### config.mk
export PLATFORM = sky130hd
export DESIGN_NAME = key_debounce_onehot
export DESIGN_NICKNAME = d
export VERILOG_FILES = /design/src/rtl/key_debounce_onehot.sv
export SDC_FILE = /design/constraint.sdc
export NUM_CORES = 1
export LEC_CHECK = 0
export ABC_AREA = 1
export BUFFER_PORTS_ARGS = -buffer_cell sky130_fd_sc_hd__buf_2
export CAP_MARGIN = 40
export CORE_ASPECT_RATIO = 1.25
export CORE_MARGIN = 3
export CORE_UTILIZATION = 45
export CTS_BUF_LIST = sky130_fd_sc_hd__clkbuf_8
export DETAILED_ROUTE_END_ITERATION = 10
export GPL_ROUTABILITY_DRIVEN = 1
export MAX_ROUTING_LAYER = met4
export PLACE_DENSITY = 0.66
export SYNTH_ARGS = -nofsm -noshare
export SYNTH_HDL_FRONTEND = slang
export SYNTH_SLANG_ARGS = --single-unit
### constraint.sdc
create_clock -name clk -period 2.23 [get_ports clk]
set_input_delay 0.3345 -clock clk [delete_from_list [all_inputs] [get_ports clk]]
set_output_delay 0.3345 -clock clk [all_outputs]
set_load 0.03 [all_outputs]
### src/rtl/key_debounce_onehot.sv
// Four-button synchroniser/debouncer producing a held one-hot code with valid/ack handshake.
// Optional overrun flag output is enabled by defining KEYDB_OVERRUN_EN.
module key_debounce_onehot #(
  parameter int DB_CYCLES = 4,
  parameter int CNT_W     = 3
) (
  input  logic clk,
  input  logic rst_n,
  input  logic k0,
  input  logic k1,
  input  logic k2,
  input  logic k3,
  input  logic ack,
  output logic d0,
  output logic d1,
  output logic d2,
  output logic d3,
  output logic valid,
  output logic key_dn
`ifdef KEYDB_OVERRUN_EN
  ,
  output logic overrun
`endif
);

  typedef enum logic {IDLE, DOWN} state_t;

  state_t           state, state_nx;
  logic [3:0]       s_meta, s, sp, db;
  logic [CNT_W-1:0] cnt;
  logic [3:0]       code, code_nx, onehot;
  logic             valid_nx, cap, acc, drop;

  always_ff @(posedge clk or negedge rst_n) begin
    if (!rst_n) begin
      s_meta <= '0;
      s      <= '0;
      sp     <= '0;
    end else begin
      s_meta <= {k3, k2, k1, k0};
      s      <= s_meta;
      sp     <= s;
    end
  end

  // One counter serves all lines: any change on any line restarts the run.
  always_ff @(posedge clk or negedge rst_n) begin
    if (!rst_n) begin
      cnt <= '0;
      db  <= '0;
    end else if (s != sp) begin
      cnt <= '0;
    end else if (cnt != CNT_W'(DB_CYCLES)) begin
      cnt <= cnt + CNT_W'(1);
      if (cnt == CNT_W'(DB_CYCLES - 1)) db <= s;
    end
  end

  always_comb begin
    onehot = 4'b0001;
    if (db[3])      onehot = 4'b1000;
    else if (db[2]) onehot = 4'b0100;
    else if (db[1]) onehot = 4'b0010;
  end

  always_comb begin
    state_nx = state;
    code_nx  = code;
    valid_nx = valid;
    cap      = 1'b0;
    case (state)
      IDLE: if (db != '0) begin
        cap      = 1'b1;
        state_nx = DOWN;
      end
      DOWN: if (db == '0) state_nx = IDLE;
      default: state_nx = IDLE;
    endcase
    acc  = valid & ack;
    drop = cap & valid & ~ack;
    // A capture coinciding with an accepted ack replaces the old code.
    if (cap && !drop) begin
      code_nx  = onehot;
      valid_nx = 1'b1;
    end else if (acc) begin
      code_nx  = '0;
      valid_nx = 1'b0;
    end
  end

  always_ff @(posedge clk or negedge rst_n) begin
    if (!rst_n) begin
      state <= IDLE;
      code  <= '0;
      valid <= 1'b0;
    end else begin
      state <= state_nx;
      code  <= code_nx;
      valid <= valid_nx;
    end
  end

`ifdef KEYDB_OVERRUN_EN
  always_ff @(posedge clk or negedge rst_n) begin
    if (!rst_n)    overrun <= 1'b0;
    else if (acc)  overrun <= 1'b0;
    else if (drop) overrun <= 1'b1;
  end
`else
  logic unused_drop;
  assign unused_drop = drop;
`endif

  assign {d3, d2, d1, d0} = code;
  assign key_dn = |db;

endmodule

==> results summary <==
During synthesis, Yosys emitted a total of 0 warnings. The first global-routing pass estimated 2690 microns of wire. The timing endpoint of the critical path is key_dn.

The total detailed-routing wirelength came out at 1520 microns. After detailed routing, the average wire length per cell comes to 9.45 microns. TritonCTS built the clock tree. The tree is rooted in a sky130_fd_sc_hd__clkbuf_8. The buffer and inverter count on the worst path is 1. The number of sinks handled by clock tree synthesis came out at 25. The post-synthesis cell type count is 18.

Setup repair after global routing left no endpoint under its margin. Between clock sinks in the finished design, the worst skew comes to 0.00456 ns. The peak supply drop is 0.556 mV. The number of cells upsized or downsized after cts is 0.

The worst max-slew margin expressed relative to the limit came out at 63.9%. The slowest cell on the critical path is sky130_fd_sc_hd__dfrtp_1. The arrival time of data at the critical path endpoint came out at 1.25 ns. The overall die width is 49.4 microns. The total routing resource utilization after global routing came out at 12.5%. Detailed placement ended at an HPWL of 1190 microns. On the worst path, the slowest cell contributes a delay of 0.43 ns.

Synthesis handed over a netlist of 114 instances. The H-tree depth came out at 1. The ratio of final minimum period to clock period is 71.2%.

Once layout is complete, the cells apart from fillers number 161. The clock-pin slew reported for the worst setup and hold paths after clock tree synthesis is 0.08 ns. The clock period could shrink to 1.59 ns. No sink is reached through more buffers than the 2 on the longest clock path.

Including well taps, the total number of placed cells is 157. The post-layout net count came out at 141. Once detail routing completed, the nets flagged for antenna violations numbered 0. The number of failing setup endpoints in the final timing report came out at 0. The via count of the first global-routing pass is 685.

The run finished with clean final reports. The pin count of the biggest net entering global routing came out at 26. The multi-input combinational cell area came out at 362 sq um. At the end of routability-driven placement, the weighted congestion stood at 0.690.

The transition time of the tightest slew-check pin is 0.541 ns. Walking the worst path, the cells encountered are nor3_4 -> nand2_1 -> buf_2. The top fanout value on the critical path came out at 4.

The total iterations of the first detailed-routing run came out at 4. The number of buffers added on ports is 12. The post-synthesis net count is 124.

Each instance of the synthesized netlist takes up on average 9.29 sq um. The sequential cells in the finished layout cover a total of 626 sq um. The register-to-register setup slack is 0.96 ns. The overall overflow remaining after global route came out at 0. The number of antenna violations at the first check in global routing came out at 0. From synthesis to final layout, the design area changed by 13.7%. The number of endpoints with negative hold slack in the final report came out at 0.

The post-route worst setup slack came out at 0.642 ns. The power density over the cells came out at 698 nW/um^2. The y dimension of the die is 60.2 microns. In this run the critical register-to-register path is launched from cnt[0]. The top-level port count is 13.

The number of post-CTS setup repair buffers is 0. The area of the core came out at 2210 sq um. Measured in cells, the most critical reg-to-reg path has a length of 6. Synthesis inferred 25 register bits.

The family with the most delay on the worst path is flip-flops. The floorplan has 19 rows. Buffers inserted during clock tree synthesis total 3.

The per-cell via count in the routed design is 4.43. The worst register-to-register path ends at db[1]. The floorplan step defined a die boundary enclosing 2970 sq um. The remaining design rule violation count came out at 0. The leakage dissipation came out at 0.668 nW. The final max-slew violation count is 0. Hold repair after CTS inserted 0 buffers. The reported max-cap violation count came out at 0.

0 antenna diodes ended up in the layout. The worst setup path is launched from a flop. The endpoint required time on the critical path is 1.90 ns.

The fmax came out at 630 MHz. Sequential elements use 59.1% of the synthesized area. Counting buffers and inverters, the worst setup path is 3 cells deep. The share of cells above drive strength 1 is 20.0%.

The setup slack at placement came out at 0.920 ns. The final route contains 713 vias. Once the floorplan was initialized, standard cells occupied 47.9% of the core. The number of DRC markers after the initial detailed-route iteration came out at 4. Tracing the worst setup path back leads to its startpoint at db[1]. The insertion delay to the later sink of the worst-skew pair is 0.27 ns. Summed over all failing endpoints, the final setup total negative slack is 0 ns. The post-synth design cell area is 1060 sq um.

The number of fillers in the final layout is 205. The type of the setup path with the least slack is reg2out. The path class of the tightest hold or removal check is in2async. The sort of element at the end of the critical path is a primary output.
[sequential cells by signal, indices dropped and copies added, names as in the netlist]
name,cells
cnt,3
code,4
db,4
s,4
s_meta,4
sp,4
state,1
valid,1
[through the flow]
stage / utilization [%] / hold WS (ns) / instance area, sq um / power (mW)
final: 54.4 / 0.0427 / 1200 / 0.841
after global routing: 54.4 / 0.0793 / 1200 / 0.881
after CTS: 54.4 / 0.0621 / 1200 / 0.855
after detailed placement: 52.3 / 0.337 / 1160 / 0.594
after global placement: 52.3 / 0.334 / 1160 / 0.592
after floorplan: - / 0.0389 / 1060 / 0.560
[report_power, final]
part           switching (mW)  internal [mW]  total [mW]  leakage, nW
clock network           0.134          0.125       0.259       0.0255
registers              0.0141          0.477       0.491        0.320
logic                  0.0623         0.0288      0.0911        0.322
total                   0.210          0.630       0.841        0.668
[cells in the mapped netlist]
cell type	instances	area [sq um]
sky130_fd_sc_hd__nor2_2	4	25.0
sky130_fd_sc_hd__nand4_1	5	31.3
sky130_fd_sc_hd__xnor2_1	1	8.76
sky130_fd_sc_hd__nand2_2	2	12.5
sky130_fd_sc_hd__ha_1	3	37.5
sky130_fd_sc_hd__nand3b_1	1	7.51
sky130_fd_sc_hd__dfrtp_1	25	626
sky130_fd_sc_hd__nor2_1	1	3.75
sky130_fd_sc_hd__a21oi_2	1	8.76
sky130_fd_sc_hd__o21ai_1	2	10.0
sky130_fd_sc_hd__inv_1	18	67.6
sky130_fd_sc_hd__a21oi_1	1	5.00
sky130_fd_sc_hd__nand3_1	5	25.0
sky130_fd_sc_hd__or2_1	1	6.26
sky130_fd_sc_hd__nand3_2	1	10.0
sky130_fd_sc_hd__nand2_1	41	154
sky130_fd_sc_hd__nor3_4	1	16.3
sky130_fd_sc_hd__inv_2	1	3.75
[cells by family after synthesis]
family                     after synthesis  synth area share (%)
AOI/OAI and AO/OA                        4                  2.25
xor gates and xnor gates                 1                 0.828
DFF                                     25                  59.1
and+or+nand+nor                         62                  27.5
buffers and inverters                   19                  6.74
adders and majority gates                3                  3.55
[layout by cell type (no fill, tap or decap)]
master                     Yosys  final
sky130_fd_sc_hd__nand2_1      41     41
sky130_fd_sc_hd__dfrtp_1      25     25
sky130_fd_sc_hd__inv_1        18     18
sky130_fd_sc_hd__buf_2         0     12
sky130_fd_sc_hd__nand3_1       5      5
sky130_fd_sc_hd__nand4_1       5      5
sky130_fd_sc_hd__nor2_2        4      4
sky130_fd_sc_hd__ha_1          3      3
sky130_fd_sc_hd__clkbuf_8      0      3
sky130_fd_sc_hd__nand2_2       2      2
sky130_fd_sc_hd__o21ai_1       2      2
sky130_fd_sc_hd__nor3_4        1      1
sky130_fd_sc_hd__nor2_1        1      1
sky130_fd_sc_hd__inv_2         1      1
sky130_fd_sc_hd__a21oi_1       1      1
sky130_fd_sc_hd__a21oi_2       1      1
sky130_fd_sc_hd__or2_1         1      1
sky130_fd_sc_hd__nand3_2       1      1
sky130_fd_sc_hd__nand3b_1      1      1
sky130_fd_sc_hd__xnor2_1       1      1
sky130_fd_sc_hd__clkinv_2      0      1
[area by class of cell]
| type | count | area share (%) |
|---|---|---|
| sequential | 25 | 52.0 |
| multi-input combinational | 70 | 30.0 |
| inverter | 19 | 5.93 |
| timing repair buffer | 12 | 4.99 |
| clock buffer | 3 | 3.43 |
| tap | 31 | 3.22 |
| clock inverter | 1 | 0.416 |
[per-layer routing]
layer	up-vias	track usage, %	wire [microns]
li1	381	-	-
met1	311	11.9	628
met2	16	23.6	790
met3	5	2.49	63
met4	0	7.11	38
met5	-	-	0
[worst reg2reg max path, delay by kind of cell, from the launching register on]
kind	cells	cell delay [ns]
and+or+nand+nor	4	0.55
buffers and inverters	1	0.06
DFF	1	0.37
adders and majority gates	1	0.18
[worst min-delay path by stage]
| stage | from | end | slack (ns) | depth (start not counted) |
|---|---|---|---|---|
| after floorplan | rst_n | cnt[0] | 0.04 | 0 |
| after CTS | rst_n | valid | 0.06 | 1 |
| after detailed placement | s_meta[0] | s[0] | 0.34 | 0 |
| final | rst_n | cnt[1] | 0.04 | 1 |
| after global placement | s_meta[1] | s[1] | 0.33 | 0 |
| after global routing | rst_n | valid | 0.08 | 1 |
No activity file was read; power rests on OpenSTA's default activity.
